--- config.mk ---
export PLATFORM = sky130hd
export DESIGN_NAME = bus_traffic_gen
export DESIGN_NICKNAME = d
export VERILOG_FILES = /design/src/rtl/bus_traffic_gen.sv
export SDC_FILE = /design/constraint.sdc
export NUM_CORES = 1
export LEC_CHECK = 0
export CAP_MARGIN = 20
export CORE_UTILIZATION = 40
export CTS_CLUSTER_DIAMETER = 100
export DETAILED_ROUTE_END_ITERATION = 8
export MAX_ROUTING_LAYER = met4
export PLACE_DENSITY_LB_ADDON = 0.12
export SYNTH_ARGS = -nofsm -noshare
export SYNTH_HDL_FRONTEND = slang
export SYNTH_SLANG_ARGS = --single-unit
--- constraint.sdc ---
create_clock -name clk -period 2.5 [get_ports clk]
set_input_delay 0.75 -clock clk [delete_from_list [all_inputs] [get_ports clk]]
set_output_delay 0.75 -clock clk [all_outputs]
set_load 0.01 [all_outputs]
--- src/rtl/bus_traffic_gen.sv ---
// Scripted write/read-back traffic engine for one bus master port.
// Optional TRAFFIC_GEN_LFSR_EN selects an LFSR data pattern instead of SEED+idx.
module bus_traffic_gen #(
    parameter int                    ADDR_WIDTH  = 16,
    parameter int                    DATA_WIDTH  = 8,
    parameter int                    NUM_WORDS   = 16,
    parameter logic [ADDR_WIDTH-1:0] BASE_ADDR   = 16'h1000,
    parameter int                    ADDR_STRIDE = 1,
    parameter logic [7:0]            SEED        = 8'h3C,
    parameter int                    TIMEOUT     = 255
) (
    input  logic                  clk,
    input  logic                  rstn,
    input  logic                  start,
    output logic [DATA_WIDTH-1:0] d_wdata,
    input  logic [DATA_WIDTH-1:0] d_rdata,
    output logic [ADDR_WIDTH-1:0] d_addr,
    output logic                  d_valid,
    input  logic                  d_ready,
    output logic                  d_mode,
    output logic                  busy,
    output logic                  done,
    output logic                  pass,
    output logic [7:0]            err_count,
    output logic                  timeout
);
    // state   | meaning
    // IDLE    | waiting for start
    // WR_REQ  | write request presented, waiting for accept
    // WR_WAIT | write accepted, waiting for completion
    // RD_REQ  | read request presented, waiting for accept
    // RD_WAIT | read accepted, waiting for completion / data
    // FIN     | one-cycle done pulse, result published
    typedef enum logic [2:0] {IDLE, WR_REQ, WR_WAIT, RD_REQ, RD_WAIT, FIN} state_t;

    localparam logic [15:0]           TMR_LOAD = 16'(TIMEOUT - 1);
    localparam logic [7:0]            LAST_IDX = 8'(NUM_WORDS - 1);
    localparam logic [ADDR_WIDTH-1:0] STRIDE   = ADDR_WIDTH'(ADDR_STRIDE);

    state_t                state, state_nxt;
    logic [7:0]            idx;
    logic [ADDR_WIDTH-1:0] addr_r;
    logic [15:0]           tmr;
    logic                  pass_r;
    logic                  wr_done, rd_done, tmo_hit, start_run;
    logic                  last, expired, mismatch;
    logic [DATA_WIDTH-1:0] pat;

    assign last      = (idx == LAST_IDX);
    assign expired   = (tmr == 16'd0);
    assign start_run = (state == IDLE) && start;
    assign mismatch  = rd_done && (d_rdata != pat);
    // pass is visible in the FIN cycle itself and then held by pass_r
    assign pass      = pass_r | ((state == FIN) && (err_count == 8'd0) && !timeout);

    always_ff @(posedge clk or negedge rstn) begin
        if (!rstn) state <= IDLE;
        else       state <= state_nxt;
    end

    always_comb begin
        state_nxt = state;
        d_valid   = 1'b0;
        d_mode    = 1'b0;
        d_addr    = '0;
        d_wdata   = '0;
        busy      = 1'b0;
        done      = 1'b0;
        wr_done   = 1'b0;
        rd_done   = 1'b0;
        tmo_hit   = 1'b0;
        case (state)
            IDLE: begin
                if (start) state_nxt = WR_REQ;
            end
            WR_REQ: begin
                busy    = 1'b1;
                d_valid = 1'b1;
                d_mode  = 1'b1;
                d_addr  = addr_r;
                d_wdata = pat;
                if (d_ready) state_nxt = WR_WAIT;
                else if (expired) begin
                    state_nxt = FIN;
                    tmo_hit   = 1'b1;
                end
            end
            WR_WAIT: begin
                busy = 1'b1;
                if (d_ready) begin
                    wr_done   = 1'b1;
                    state_nxt = last ? RD_REQ : WR_REQ;
                end else if (expired) begin
                    state_nxt = FIN;
                    tmo_hit   = 1'b1;
                end
            end
            RD_REQ: begin
                busy    = 1'b1;
                d_valid = 1'b1;
                d_addr  = addr_r;
                if (d_ready) state_nxt = RD_WAIT;
                else if (expired) begin
                    state_nxt = FIN;
                    tmo_hit   = 1'b1;
                end
            end
            RD_WAIT: begin
                busy = 1'b1;
                if (d_ready) begin
                    rd_done   = 1'b1;
                    state_nxt = last ? FIN : RD_REQ;
                end else if (expired) begin
                    state_nxt = FIN;
                    tmo_hit   = 1'b1;
                end
            end
            FIN: begin
                done      = 1'b1;
                state_nxt = IDLE;
            end
            default: state_nxt = IDLE;
        endcase
    end

    // Per-state budget: reloaded on every state change, terminal count at zero
    always_ff @(posedge clk or negedge rstn) begin
        if (!rstn)                   tmr <= '0;
        else if (state_nxt != state) tmr <= TMR_LOAD;
        else if (busy)               tmr <= tmr - 16'd1;
    end

    always_ff @(posedge clk or negedge rstn) begin
        if (!rstn) begin
            idx       <= '0;
            addr_r    <= '0;
            err_count <= '0;
            pass_r    <= 1'b0;
            timeout   <= 1'b0;
        end else if (start_run) begin
            idx       <= '0;
            addr_r    <= BASE_ADDR;
            err_count <= '0;
            pass_r    <= 1'b0;
            timeout   <= 1'b0;
        end else begin
            if (wr_done || rd_done) begin
                if (last) begin
                    idx    <= '0;
                    addr_r <= BASE_ADDR;
                end else begin
                    idx    <= idx + 8'd1;
                    addr_r <= addr_r + STRIDE;
                end
            end
            if (mismatch && (err_count != 8'hFF)) err_count <= err_count + 8'd1;
            if (tmo_hit) timeout <= 1'b1;
            if (state == FIN) pass_r <= (err_count == 8'd0) && !timeout;
        end
    end

`ifdef TRAFFIC_GEN_LFSR_EN
    localparam logic [15:0] LFSR_SEED = (SEED == 8'h00) ? 16'h0001 : {8'h00, SEED};
    logic [15:0] lfsr;

    // Reloaded at the read phase so the read-back regenerates the write sequence
    always_ff @(posedge clk or negedge rstn) begin
        if (!rstn)                  lfsr <= LFSR_SEED;
        else if (start_run)         lfsr <= LFSR_SEED;
        else if (wr_done && last)   lfsr <= LFSR_SEED;
        else if (wr_done || rd_done)
            lfsr <= {lfsr[14:0], lfsr[15] ^ lfsr[13] ^ lfsr[12] ^ lfsr[10]};
    end

    assign pat = DATA_WIDTH'(lfsr);
`else
    assign pat = DATA_WIDTH'(SEED) + DATA_WIDTH'(idx);
`endif

endmodule

# Yosys cells after proc, flatten, opt, wreduce, memory -nomap -nowiden
# Cells that the tools add are included.
[classes]
n_reduce_logical = 18
n_mux = 35
addsub = 5
n_bitwise = 1
eq_ne = 9
[op_table]
columns = ["operator", "n"]
rows = [
  ["two-way mux 16 bit", 6],
  ["two-way mux 8 bit", 6],
  ["two-way mux 3 bit", 7],
  ["adder 16 x 1 -> 16 bit, second input constant", 1],
  ["adder 8 x 1 -> 8 bit, second input constant", 2],
  ["logical NOT 16 bit", 1],
  ["subtractor 16 x 1 -> 16 bit, second input constant", 1],
  ["one-hot mux 3 bit (5 select lines)", 1],
  ["two-way mux 1 bit", 14],
  ["nonzero test 2 bit", 5],
  ["adder 6 x 8 -> 8 bit, first input constant", 1],
  ["== test 8 x 4 -> 1 bit, second input constant", 1],
  ["logical NOT 8 bit", 1],
  ["inequality test 8 bit", 1],
  ["inequality test 8 bit, second input constant", 1],
  ["== test 3 x 2 -> 1 bit, second input constant", 2],
  ["== test 3 bit, second input constant", 2],
  ["logical AND 1 bit", 6],
  ["OR reduction 4 bit", 1],
  ["== test 3 x 1 -> 1 bit, second input constant", 1],
  ["logical NOT 3 bit", 1],
  ["inequality test 3 bit", 1],
  ["two-way mux 2 bit", 1],
  ["OR reduction 2 bit", 1],
  ["3 further kinds", 3],
]
[totals]
output_inout_bits = 38
elab_cells = 75
register_bits = 53
in_bits = 12

# Longest topological paths before layout
[depth]
depth_word = 6
ltp_mapped = 7
depth_no_buf = 7

# Least setup slack after synthesis
# No wires, ideal clock.
[synth_path]
kind = "reg2reg"
start = "register tmr[10]"
end = "register tmr[0]"
arrival_ns = 2.053
t_required_ns = 2.381
path_buffers = 1
path_slack_ns = 0.328
period_less_slack_ns = 2.172
path_stages_with_launch = 7
setup_ns = 0.119
cell_sequence = "dfrtp_1 > or4_4 > or4b_4 > o31ai_4 > a221o_1 > buf_4 > nor2_1"
[synth_between]
elab_chain_cells = 6
elab_cells_between_ends = 10
classes_between = "eq/ne (1); mux (7); reduce/logical (2)"
[synth_lines]
columns = ["element", "line_no", "rtl"]
rows = [
  ["from (decl)", "43", "logic [15:0] tmr;"],
  ["from (signal assigned)", "130", "else if (busy) tmr <= tmr - 16'd1;"],
  ["logical NOT 16 bit *", "50", "assign expired = (tmr == 16'd0);"],
  ["two-way mux 3 bit *", "--", ""],
  ["two-way mux 3 bit (on tied branches)", "--", ""],
  ["one-hot mux 3 bit (5 select lines) *", "72", "case (state)"],
  ["inequality test 3 bit *", "129", "else if (state_nxt != state) tmr <= TMR_LOAD;"],
  ["two-way mux 16 bit or nonzero test 2 bit (tied branches)", "--", ""],
]
# Every way passes the cells marked *; elsewhere a longest branch is shown, timed or not.
# A chain may end at the register's enable or synchronous reset.

# Final worst setup path
[layout_path]
start = "register tmr[9]"
end = "register tmr[14]"
[layout_between]
elab_chain_cells = 6
elab_cells_between_ends = 12
classes_between = "add/sub (1); eq/ne (1); mux (8); reduce/logical (2)"
[layout_lines]
columns = ["element", "line_no"]
rows = [
  ["logical NOT 16 bit", "50"],
  ["two-way mux 3 bit", "--"],
  ["two-way mux 3 bit (on tied branches)", "--"],
  ["one-hot mux 3 bit (5 select lines)", "72"],
  ["inequality test 3 bit", "129"],
  ["two-way mux 16 bit or nonzero test 2 bit (tied branches)", "--"],
]
# Parallel ways exist; a longest one is shown, timed or not. The select of a mux whose other input is x is not followed.

==> reports/metrics.yaml <==
rsz0062_at_grt: "false"
gp_congestion: 0.843
critical_path.startpoint: "tmr[9]"
p_per_area_mw_per_mm2: 784
vias_per_cell: 5.32
boundaryPins: 50
total_power_w: 0.00340
finalSetupTns_ns: 0
placed_cells: 544
min_period_ns: 2.42
clock-sinks: 53
grt_pass1_wl_mm: 13.4
port-buffer-count: 49
max-vdd-ir-drop_v: 0.000331
ant_nets: 0
hold_class: "in2async"
die_w_um: 92.3
wirelength_mm: 7.94
core_area_sq_mm: 0.00781
initial_core_util_pct: 41.7
layout.cells.non_filler: 559
cts_max_level: 2
synth-edff-count: 0
clkTransAtPathRegs_ns: 0.10
yosysMostFrequentCell: "dfrtp_1"
vias: 2972
dr.pass1.iters: 4
synthesis.nets: 385
synth.cell_area_sq_mm: 0.00326
synth_top_family_by_area: "simple AND/OR/NAND/NOR gates"
regToRegEndpoint: "tmr[14]"
yosysSeqAreaShare_pct: 40.7
critPathKind: "reg2reg"
die_area_sq_mm: 0.00851
track_usage_pct: 20.4
synth_compound_area_share_pct: 13.5
reg2reg_from: "tmr[9]"
synth_largest_area_cell: "dfrtp_1"
synthAdderAreaFrac_pct: 2.69
synthMuxAreaShare_pct: 3.11
synth_xor_area_share_pct: 8.68
numCtsBuffers: 5
hpwl_mm: 5.75
status: "complete, no violations"
tightest_slew_ns: 0.641
finalSetupViolations: 0
rrSetupSlack_ns: 0.08
async_flop_share_pct: 100
cp-start-kind: "flip-flop"
max_slew_margin_pct: 57.3
clockRootBuffer: "clkbuf_8"
fmax_mhz: 412
antenna_cells: 0
path_max_fanout: 9
finish.utilization_pct: 55.6
drtIter0Drc: 112
dieHeight_um: 92.3
yosys_warnings: 0
gr-total-overflow: 0
grt_pass1_vias: 2821
slew_violations: 0
grt_max_degree: 27
cts_tree: "built"
reg2regPathDepth: 5
cp-endpoint: "tmr[14]"
leakage_nw: 2.02
cap_viol_max_count: 0
post-route-period-util_pct: 97.0
placementRows: 32
layout-drive-gt1-share_pct: 19.0
critPathArrivalTime_ns: 2.61
synth_area_leaders: "dfrtp_1, o21ai_0, nor2_1, xnor2_1, nand2_1"
antenna_found_initial: 0
wl_per_cell_um: 14.2
drcViolationCount: 0
synth.avg_cell_area_sq_um: 8.91
skew_ns: 0.0127
clock_latency_ns: 0.31
ys.flop_type: "dfrtp_1"
holdBufCountCts: 0
area_delta_synth_final_pct: 33.2
cts_max_path_buffers: 2
ys_seq_elements: 53
end_kind: "flip-flop"
hold_viol_final: 0
critPathRequiredTime_ns: 2.69
synth-simple-area-share_pct: 28.0
synth.distinct_cells: 52
ys_top_cells_by_count: "dfrtp_1, nor2_1, o21ai_0, nand2_1"
syn_inst: 366
synth_top_area_share_pct: 40.7
fin_nets: 475
whs_ns: 0.442
## per-layer routing
metal	wire [um]	vias to the layer above	global-route usage [%]
li1	-	1479	-
met1	3820	1448	27.0
met2	3790	40	32.8
met3	254	5	3.65
met4	80	0	4.69
met5	0	-	-
## kinds of logic (layout without fill, tap and decap cells)
group,count (synthesis),after routing
fa+ha+maj,7,7
flops,53,53
compound gates,70,70
xor+xnor,29,29
simple gates,170,170
buf+inv,27,118
mux,10,10
## what timing repair did
action,in CTS,in global routing
gates resized for setup,36,17
setup endpoints to repair,29,12
buffers inserted,7,0
pin swaps,1,3
## registers in the layout, indices dropped and copies added (netlist names)
signal and cells:
timeout 1, tmr 16, pass_r 1, err_count 8, state 3, addr_r 16
idx 8
## worst max-delay path: stages (launching register included)
cell	delay [ns]
dfrtp_1	0.42
or4_4	0.56
or4b_4	0.54
o31ai_4	0.30
a221o_1	0.39
nor2_1	0.09
## area by class of cell
cell class	instances	area, sq um
inverters	13	48.8
clock buffers	6	72.6
fillers	743	3470
well taps	102	128
clock inverters	2	10.0
repair buffers	97	845
multi-input cells	286	1910
flip-flops and latches	53	1330
## how the worst min path moves through the flow
stage | startpoint | to | slack, ns
floorplan | rstn | addr_r[0] | 0.45
global placement | addr_r[1] | addr_r[1] | 0.50
detailed placement | addr_r[1] | addr_r[1] | 0.51
CTS | rstn | err_count[3] | 0.47
global route | rstn | err_count[3] | 0.49
finish | rstn | err_count[3] | 0.44
## power by group
group / switching [W] / internal [W]
Combinational: 0.000936 / 0.000878
Clock: 0.000287 / 0.000195
Sequential: 0.000132 / 0.000976
Total: 0.00136 / 0.00205
## per-stage QoR
step	instance area, sq um	setup slack [ns]
final	4340	0.0751
after global routing	4340	0.00116
after CTS	4290	-0.0762
after detailed placement	4140	-0.266
after global placement	4140	-0.232
after floorplan	3260	0.328
## cells in the final DEF, fill, tap and decap left out, types with 2 or more instances in the layout
cell type,instances
nor2_1,37
or3b_2,2
nor4b_2,2
dlygate4sd2_1,22
xnor2_2,2
dlymetal6s2s_1,3
o211ai_1,4
nor2b_1,2
clkdlybuf4s50_1,21
inv_1,11
ha_1,6
xnor2_1,13
or3_1,8
nand4b_1,2
dfrtp_1,49
clkbuf_8,5
nand2b_1,4
o21ai_0,34
nor4b_1,3
a31oi_1,5
nor4_1,7
mux2i_1,9
buf_4,45
nand2_1,32
nor3_1,6
o31ai_1,5
buf_12,2
inv_2,2
dfrtp_2,4
and3_1,6
xor2_1,12
nand3_1,17
or4_4,2
clkinv_2,2
nand3b_1,4
a21oi_1,10
nand4_1,6
and2_1,17
or2_2,4
clkbuf_2,2
No activity file was read; power rests on OpenSTA's default activity.
